**src/rtl/up_arb_pkg.sv**
```systemverilog
// Shared types and constants for the two-master microprocessor bus arbiter.
package up_arb_pkg;

  // Address bit that selects between port 0 and port 1.
  localparam int UP_ADDR_PORT_BIT = 31;

  typedef enum logic [1:0] {
    IDLE,
    ISSUE,
    WAIT
  } arb_state_e;

  // One captured master command, held until the slave completes it.
  typedef struct packed {
    logic        valid;
    logic        is_wr;
    logic [31:0] addr;
    logic [31:0] data;
  } up_cmd_t;

endpackage

```
**src/rtl/up_arb_master_if.sv**
```systemverilog
// Per-master front end: captures one strobe into a pending command,
// reports it as pending, and holds the data of the last completed read.
module up_arb_master_if
  import up_arb_pkg::*;
(
  input  logic        clk,
  input  logic        rst,
  input  logic        wr,
  input  logic        rd,
  input  logic [31:0] addr,
  input  logic [31:0] data_wr,
  input  logic        done,
  input  logic        rd_load,
  input  logic [31:0] rd_value,
  output up_cmd_t     cmd,
  output logic        pending,
  output logic [31:0] data_rd
);

  // Capture a new command only when nothing is pending; a write wins over a read.
  always_ff @(posedge clk) begin
    if (rst) begin
      cmd <= '0;
    end else if (done) begin
      cmd <= '0;
    end else if (!cmd.valid && (wr || rd)) begin
      cmd.valid <= 1'b1;
      cmd.is_wr <= wr;
      cmd.addr  <= addr;
      cmd.data  <= data_wr;
    end
  end

  // Read data is only replaced when a read of this master completes.
  always_ff @(posedge clk) begin
    if (rst) begin
      data_rd <= '0;
    end else if (rd_load) begin
      data_rd <= rd_value;
    end
  end

  assign pending = cmd.valid;

endmodule

```
**src/rtl/up_bus_arbiter.sv**
```systemverilog
// Round-robin arbiter sharing the two ports' register buses between the
// SPI and VJTAG CPU masters. One transaction runs at a time.
// Optional feature: define UP_ARB_TIMEOUT_EN to force-complete a
// transaction after TIMEOUT_CYCLES WAIT cycles and raise sticky to_err.
module up_bus_arbiter
  import up_arb_pkg::*;
#(
  parameter int unsigned TIMEOUT_CYCLES = 1024,
  parameter logic [31:0] TIMEOUT_DATA   = 32'hDEAD_BEEF
) (
  input  logic        up_clk,
  input  logic        up_rst,
  input  logic        m0_wr,
  input  logic        m0_rd,
  input  logic [31:0] m0_addr,
  input  logic [31:0] m0_data_wr,
  output logic [31:0] m0_data_rd,
  output logic        m0_wait,
  input  logic        m1_wr,
  input  logic        m1_rd,
  input  logic [31:0] m1_addr,
  input  logic [31:0] m1_data_wr,
  output logic [31:0] m1_data_rd,
  output logic        m1_wait,
  output logic        s_cs_p0,
  output logic        s_cs_p1,
  output logic        s_wr,
  output logic        s_rd,
  output logic [31:0] s_addr,
  output logic [31:0] s_data_wr,
  input  logic [31:0] s_data_rd_p0,
  input  logic [31:0] s_data_rd_p1,
  input  logic        s_busy_p0,
  input  logic        s_busy_p1,
  output logic        to_err
);

  if (TIMEOUT_CYCLES < 4 || TIMEOUT_CYCLES > 65535) begin : g_bad_timeout
    $error("up_bus_arbiter: TIMEOUT_CYCLES must be within 4..65535");
  end

  arb_state_e  state, next_state;
  logic        grant, grant_next;
  logic        last_grant;
  up_cmd_t     cmd0, cmd1, gcmd;
  logic        port_sel;
  logic        sel_busy;
  logic [31:0] sel_data;
  logic        done;
  logic        timeout_hit;
  logic [31:0] rd_value;

  up_arb_master_if u_m0 (
    .clk      (up_clk),
    .rst      (up_rst),
    .wr       (m0_wr),
    .rd       (m0_rd),
    .addr     (m0_addr),
    .data_wr  (m0_data_wr),
    .done     (done && !grant),
    .rd_load  (done && !grant && !gcmd.is_wr),
    .rd_value (rd_value),
    .cmd      (cmd0),
    .pending  (m0_wait),
    .data_rd  (m0_data_rd)
  );

  up_arb_master_if u_m1 (
    .clk      (up_clk),
    .rst      (up_rst),
    .wr       (m1_wr),
    .rd       (m1_rd),
    .addr     (m1_addr),
    .data_wr  (m1_data_wr),
    .done     (done && grant),
    .rd_load  (done && grant && !gcmd.is_wr),
    .rd_value (rd_value),
    .cmd      (cmd1),
    .pending  (m1_wait),
    .data_rd  (m1_data_rd)
  );

  assign gcmd     = grant ? cmd1 : cmd0;
  assign port_sel = gcmd.addr[UP_ADDR_PORT_BIT];
  assign sel_busy = port_sel ? s_busy_p1 : s_busy_p0;
  assign sel_data = port_sel ? s_data_rd_p1 : s_data_rd_p0;
  assign rd_value = timeout_hit ? TIMEOUT_DATA : sel_data;

`ifdef UP_ARB_TIMEOUT_EN
  localparam logic [15:0] TIMEOUT_LAST = 16'(TIMEOUT_CYCLES - 1);

  logic [15:0] wait_cnt;
  logic        to_flag;

  assign timeout_hit = (state == WAIT) && sel_busy && (wait_cnt == TIMEOUT_LAST);
  assign to_err      = to_flag;

  // Count WAIT cycles from zero on each entry; latch a timeout until reset.
  always_ff @(posedge up_clk) begin
    if (up_rst) begin
      wait_cnt <= '0;
      to_flag  <= 1'b0;
    end else begin
      if (state == WAIT) begin
        wait_cnt <= wait_cnt + 16'd1;
      end else begin
        wait_cnt <= '0;
      end
      if (timeout_hit) begin
        to_flag <= 1'b1;
      end
    end
  end
`else
  assign timeout_hit = 1'b0;
  assign to_err      = 1'b0;
`endif

  // State, current grant and the master served last (master 1 so master 0 wins the first tie).
  always_ff @(posedge up_clk) begin
    if (up_rst) begin
      state      <= IDLE;
      grant      <= 1'b0;
      last_grant <= 1'b1;
    end else begin
      state <= next_state;
      grant <= grant_next;
      if (done) begin
        last_grant <= grant;
      end
    end
  end

  // Next-state, grant choice and slave bus drive from the granted command.
  always_comb begin
    next_state = state;
    grant_next = grant;
    done       = 1'b0;
    s_cs_p0    = 1'b0;
    s_cs_p1    = 1'b0;
    s_wr       = 1'b0;
    s_rd       = 1'b0;
    s_addr     = '0;
    s_data_wr  = '0;
    case (state)
      IDLE: begin
        if (cmd0.valid || cmd1.valid) begin
          next_state = ISSUE;
          if (cmd0.valid && cmd1.valid) begin
            grant_next = ~last_grant;
          end else begin
            grant_next = !cmd0.valid;
          end
        end
      end
      ISSUE: begin
        s_cs_p0    = !port_sel;
        s_cs_p1    = port_sel;
        s_wr       = gcmd.is_wr;
        s_rd       = !gcmd.is_wr;
        s_addr     = {1'b0, gcmd.addr[UP_ADDR_PORT_BIT-1:0]};
        s_data_wr  = gcmd.data;
        next_state = WAIT;
      end
      WAIT: begin
        s_cs_p0   = !port_sel;
        s_cs_p1   = port_sel;
        s_addr    = {1'b0, gcmd.addr[UP_ADDR_PORT_BIT-1:0]};
        s_data_wr = gcmd.data;
        if (!sel_busy || timeout_hit) begin
          done       = 1'b1;
          next_state = IDLE;
        end
      end
      default: next_state = IDLE;
    endcase
  end

endmodule

```
**config.mk**
```make
export PLATFORM = sky130hd
export DESIGN_NAME = up_bus_arbiter
export DESIGN_NICKNAME = d
export VERILOG_FILES = /design/src/rtl/up_arb_pkg.sv /design/src/rtl/up_arb_master_if.sv /design/src/rtl/up_bus_arbiter.sv
export SDC_FILE = /design/constraint.sdc
export NUM_CORES = 1
export LEC_CHECK = 0
export CAP_MARGIN = 30
export CORE_ASPECT_RATIO = 0.6
export CORE_MARGIN = 1
export CORE_UTILIZATION = 38
export CTS_CLUSTER_SIZE = 14
export DETAILED_ROUTE_END_ITERATION = 16
export PLACE_DENSITY = 0.71
export SYNTH_ARGS = -nofsm -noshare
export SYNTH_HDL_FRONTEND = slang
export SYNTH_SLANG_ARGS = --single-unit
```
**constraint.sdc**
```tcl
create_clock -name up_clk -period 1.78 [get_ports up_clk]
set_input_delay 0.178 -clock up_clk [delete_from_list [all_inputs] [get_ports up_clk]]
set_output_delay 0.178 -clock up_clk [all_outputs]
set_load 0.03 [all_outputs]
```
==> reports/results.tsv, run 1 <==
stage	metric	value	unit
job	drv_cap	0	
sta	rsz0062_at_grt	yes	
floorplan	die_w	198.2	um
grt	grt_max_degree	66	
floorplan	die_area	0.02374	sq mm
worst_hold_path	holdPathStages	3	
clock_network	clock-sinks	200	
placed_design	placed_area	0.01242	sq mm
placed_design	dp.final_hpwl	18740	um
floorplan	start_util	39.31	%
detailed_routing	ant_nets	0	
clock_network	htree_levels	4	
detailed_routing	drtPass1Iterations	5	
grt	antenna_found_initial	1	
worst_setup_path	arrival	1790	ps
worst_setup_path	r2r_cells	8	
synthesis	yosysSeqAreaShare	45.60	%
pwr	cellLeakagePower	5.619	nW
finish	final_common_cell	nand2_1	
finish	finalNonFillerCells	1677	
outcome	outcome	complete, but fails checks	
pwr	power_frac_clock	30.2	%
grt	grt_overflow	0	
detailed_routing	viasPerCell	5.076	
worst_hold_path	worstHoldStart	up_rst	
placed_design	dp.cells	1596	
finish	finalInstanceArea	0.01524	sq mm
synthesis	ys_types	28	
worst_setup_path	r2r_slack	-30	ps
detailed_routing	wl_per_cell	19.24	um
finish	layout_common_cells	nand2_1 (266), clkdlybuf4s50_1 (261), dfxtp_1 (197)	
synthesis	synth_top_cell_area_share	45.60	%
synthesis	syn_inst	1010	
finish	area_growth_syn_to_layout	73.59	%
sta	hold_viol	0	
synthesis	synth-seq-cells	200	
detailed_routing	drtIter0Drc	416	
pwr	comb_power_share	32.3	%
grt	track_usage	24.71	%
placed_design	portBuffers	332	
synthesis	synth.largest_area_cell	dfxtp_1	
worst_setup_path	reg2reg_from	state[0]	
detailed_routing	vias	8513	
pwr	power.density	864.6	mW/mm^2
sta	fmax	0.5087	GHz
detailed_routing	wirelength	32270	um
worst_hold_path	hp-class	in -> reg	
floorplan	top_level_ports	335	
sta	setup_viol	85	
synthesis	yosysWarnings	0	
worst_setup_path	crit_path_start_kind	register	
sta	fin_skew	10.60	ps
pwr	switchingPower	3.859	mW
grt	grt_pass1_vias	8009	
worst_setup_path	cp_data_required_time	1600	ps
worst_setup_path	worst-setup-path-type	reg -> out	
pwr	intPower	9.319	mW
pwr	swShare	29.28	%
clock_network	cts.path.max_buffers	2	
finish	nets	1561	
clock_network	cts_buffers	17	
clock_network	clock_latency	430	ps
sta	fin_crit	1966	ps
worst_setup_path	crit_fanout	7	
detailed_routing	drc	0	
synthesis	syn_area_per_cell	8.693	sq um
clock_network	clk_pin_slew	70	ps
floorplan	core	0.02233	sq mm
placed_design	place_ws	-67.57	ps
finish	drive_gt1_share	29.82	%
worst_setup_path	critPathCaptureType	output pin	
worst_hold_path	min_to	state[0]	
placed_design	gp_congestion	0.7973	
floorplan	fp.dieH	119.7	um
worst_setup_path	worstReg2RegEnd	u_m1.data_rd[7]	
floorplan	rows	42	
clock_network	cts_tree	done	
synthesis	syn_area	0.008780	sq mm
pwr	seqPwrFrac	37.6	%
sta	fin_ws	-185.9	ps
sta	finalHoldWorstSlack	125.0	ps
sta	finalMaxSlewViolations	0	
pwr	peakVddDrop	750.2	uV
synthesis	synth_area_leaders	dfxtp_1 (46%), mux2i_1 (12%), nand2_1 (11%)	
grt	grt_first_pass_wirelength	44830	um
outcome	violations	setup timing	
sta	finalCritPeriodShare	110.4	%
clock_network	cts_root_buf	clkbuf_16	
==> timing repair <==
item	CTS	global route
pin swaps	5	60
gates resized for setup	179	171
hold buffers	0	0
cloned	14	8
setup endpoints to repair	127	129
setup buffers	23	8
==> metrics by stage <==
stage               util (%)  total power, mW  TNS [ps]
floorplan                  -            6.564         0
global placement       55.60            7.799         0
detailed placement     55.60            7.831     -1277
CTS                    63.82            12.63     -8466
global route           68.24            13.68    -17420
finish                 68.24            13.18     -8345
==> cell families after synthesis <==
group	after synthesis	synth area share, %
and+or+nand+nor	417	20.14
adders and majority gates	3	0.4276
other	1	0.04271
muxes	103	11.86
DFF	200	45.60
AOI/OAI and AO/OA	199	16.83
buffers and inverters	87	5.102
==> cell type report <==
class                   count  area (sq um)
clock buffers              22         474.2
well taps                 308         385.4
fillers                  1706          7093
diodes                      1         2.502
repair buffers            412          4825
clock inverters             7         120.1
multi-input cells         724          5413
inverters                   3         11.26
flip-flops and latches    200          4010
==> Yosys cell counts <==
library cell and n:
nand3_1 1, dfxtp_1 200, nor4b_1 2, and2_1 2, or2_2 2, o211a_1 1
nor4bb_1 2, a21o_1 1, a32oi_1 1, a21oi_1 131, a211oi_1 2, nand2_1 268
nor2b_1 65, buf_2 10, ha_1 3, a211oi_2 62, nor3_1 2, mux2i_1 101
inv_1 3, buf_1 7, conb_1 1, nor2_1 72, clkbuf_1 49, nand3b_1 1
buf_4 7, mux2_4 2, buf_6 11, o21ai_1 1
==> sequential cells by signal, indices dropped and copies added, names as in the netlist <==
name / count
u_m1.data_rd: 32
u_m0.pending: 1
grant: 1
u_m0.data_rd: 32
state: 2
u_m1.cmd: 65
u_m1.pending: 1
u_m0.cmd: 65
last_grant: 1
==> worst max-delay path, stage by stage, from the launching register on <==
cell and delay (ps):
dfxtp_2 350, inv_2 60, ha_4 310, buf_8 160, buf_16 140, nor2b_2 180
buf_6 160
==> routing by layer <==
metal	GRT usage (%)	up-vias	wire, um
li1	-	4074	-
met3	7.645	36	2688
met1	32.90	4077	14510
met4	6.056	0	485
met2	38.79	326	14590
met5	0	-	0
==> worst max-delay path by stage <==
| stage | from | to | cells past startpoint |
|---|---|---|---|
| floorplan | state[1] | s_addr[0] | 5 |
| global placement | s_busy_p1 | u_m1.data_rd[28] | 6 |
| detailed placement | state[0] | u_m1.data_rd[13] | 7 |
| CTS | state[0] | s_data_wr[14] | 6 |
| global route | state[0] | s_data_wr[14] | 6 |
| finish | state[0] | s_data_wr[14] | 6 |
==> power groups by stage <==
| stage | combinational, mW | sequential (mW) | clock [mW] |
|---|---|---|---|
| after floorplan | 1.50 | 5.07 | 0 |
| after global placement | 2.81 | 4.99 | 0 |
| after detailed placement | 2.83 | 5.00 | 0 |
| after CTS | 3.64 | 4.91 | 4.07 |
| after global routing | 4.44 | 4.98 | 4.26 |
| final | 4.25 | 4.95 | 3.98 |
No activity file was read; power rests on OpenSTA's default activity.
==> inputs of run 2 (changes only) <==
- PLACE_DENSITY: 0.71 -> 0.74
- SETUP_SLACK_MARGIN: default -> 0.1
==> run 2 against run 1 <==
  * The flow still finishes with violations (setup timing)
  * Critical path depth is 1 higher
  * Sequential power barely moved
  * Register-to-register slack got worse by 140 ps
  * Utilization is 0.90 points higher
  * Clock skew hardly changed
  * Sequential share of layout area down 0.34 points
  * Combinational power up 3%
  * Largest cell class unchanged
==> reports/results.tsv, run 2 (synthesized netlist as in run 1, its figures left out) <==
stage	metric	value	unit
outcome	outcome	complete, but fails checks	
outcome	violations	setup timing	
clock_network	cts.path.max_buffers	2	
clock_network	clk_pin_slew	80	ps
job	drv_cap	0	
grt	antenna_found_initial	0	
detailed_routing	viasPerCell	5.117	
floorplan	rows	42	
sta	tns	-8980	ps
pwr	power.density	837.8	mW/mm^2
sta	fin_skew	10.82	ps
floorplan	die_area	0.02374	sq mm
placed_design	place_ws	-46.60	ps
pwr	switchingPower	4.021	mW
detailed_routing	vias	8648	
detailed_routing	drtPass1Iterations	5	
pwr	cellLeakagePower	6.495	nW
floorplan	start_util	39.31	%
floorplan	core	0.02233	sq mm
worst_setup_path	worstReg2RegEnd	u_m1.data_rd[20]	
sta	setup_viol	119	
grt	grt_overflow	0	
worst_setup_path	r2r_slack	-170	ps
clock_network	clock-sinks	200	
sta	finalHoldWorstSlack	116.6	ps
grt	grt_max_degree	66	
pwr	comb_power_share	34.0	%
placed_design	placed_area	0.01252	sq mm
clock_network	cts_root_buf	clkbuf_16	
grt	grt_use_met2	41.21	%
finish	postLayoutCoreUtil	69.14	%
clock_network	cts_hold_buf	0	
grt	grt_pass1_vias	8480	
sta	finalMaxSlewViolations	0	
clock_network	cts_buffers	17	
clock_network	htree_levels	4	
detailed_routing	wl_per_cell	19.91	um
clock_network	cts_tree	done	
placed_design	dp.final_hpwl	18920	um
detailed_routing	wirelength	33650	um
floorplan	fp.dieH	119.7	um
finish	n_antenna_cell	0	
detailed_routing	ant_nets	0	
finish	layout_common_cells	nand2_1 (266), clkdlybuf4s50_1 (199), dfxtp_1 (197)	
worst_hold_path	holdPathStages	3	
grt	top_usage_layer	met2	
placed_design	dp.cells	1595	
worst_setup_path	crit_fanout	7	
worst_setup_path	arrival	2300	ps
worst_hold_path	min_to	state[0]	
placed_design	gp_congestion	0.8218	
worst_setup_path	crit_path_start_kind	register	
finish	fill_cells	1645	
worst_setup_path	cp_data_required_time	2130	ps
finish	drive_gt1_share	32.05	%
finish	finalNonFillerCells	1690	
pwr	p_total	12.94	mW
sta	fmax	0.5121	GHz
worst_setup_path	r2r_cells	7	
worst_hold_path	hp-class	in -> reg	
sta	fin_ws	-172.8	ps
finish	nets	1573	
pwr	swShare	31.08	%
finish	top_regs	u_m0.cmd x65, u_m1.cmd x65	
sta	rsz0062_at_grt	yes	
worst_setup_path	crit_start	grant	
sta	fin_crit	1953	ps
worst_setup_path	critPathCaptureType	register	
sta	finalCritPeriodShare	109.7	%
grt	grt_first_pass_wirelength	47620	um
worst_hold_path	worstHoldStart	up_rst	
sta	hold_viol	0	
detailed_routing	drc	0	
finish	finalInstanceArea	0.01544	sq mm
placed_design	portBuffers	332	
floorplan	top_level_ports	335	
grt	gr-usage-met3	7.504	%
clock_network	clock_latency	440	ps
pwr	seqPwrFrac	38.3	%
pwr	peakVddDrop	734.2	uV
pwr	power_frac_clock	27.8	%
grt	grtUsageMet1	35.07	%
floorplan	die_w	198.2	um
grt	track_usage	26.45	%
worst_setup_path	worst-setup-path-type	reg -> reg	
detailed_routing	drtIter0Drc	400	
finish	area_growth_syn_to_layout	75.89	%
finish	final_common_cell	nand2_1	
pwr	intPower	8.917	mW
worst_setup_path	reg2reg_from	grant	
run 2: changes by cell type in the layout (fill, tap and decap cells not counted), moves of 4 or more:
cell             previous run  this run
nor2b_1                     7         2
dlymetal6s2s_1              1        42
buf_6                      72        78
clkdlybuf4s50_1           261       199
buf_4                      23        27
mux2i_1                    55        59
nor2_2                     11        21
dlygate4sd2_1               2        23
nor2_1                     29         7
clkinv_2                    1         5
nor2_4                     32        44
run 2: layer usage:
layer	up-vias	wire [um]
li1	4104	-
met5	-	0
met3	44	2628
met2	323	15270
met1	4177	15100
met4	0	652
run 2: power groups by stage:
stage               clock [mW]  sequential, mW  combinational [mW]
CTS                       3.65            4.93                3.98
detailed placement           0            5.01                2.90
floorplan                    0            5.07                1.56
finish                    3.59            4.95                4.39
global route              3.84            4.98                4.60
global placement             0            5.00                2.87
run 2: area by class of cell:
type / count / area [sq um] / area share [%]
clock inverters: 11 / 72.57 / 0.4699
repair buffers: 423 / 4986 / 32.29
well taps: 308 / 385.4 / 2.496
flip-flops and latches: 200 / 4010 / 25.97
clock buffers: 20 / 446.7 / 2.893
inverters: 3 / 11.26 / 0.07292
multi-input cells: 725 / 5530 / 35.81
run 2: worst max-delay path by stage:
stage	endpoint	slack [ps]	cells after the start
6_report	u_m1.data_rd[20]	-170	7
3_3_place_gp	u_m0.data_rd[0]	50	4
4_1_cts	s_data_wr[15]	-120	6
2_1_floorplan	u_m0.data_rd[13]	110	8
3_5_place_dp	u_m0.data_rd[23]	-50	6
5_1_grt	u_m1.data_rd[20]	-210	9
run 2: what timing repair did:
action                                  4_1_cts  5_1_grt
gates cloned                                 16       11
gates resized for setup                     278      142
endpoints found under the setup margin      140      174
pin swaps                                     7       22
buffers inserted                             23       22
run 2: worst max-delay path, stage by stage (launching register included):
cell and delay [ps]:
dfxtp_4 450, mux2i_4 280, buf_6 140, buf_6 100, mux2_4 370, buf_6 140
buf_8 130, a211oi_2 250
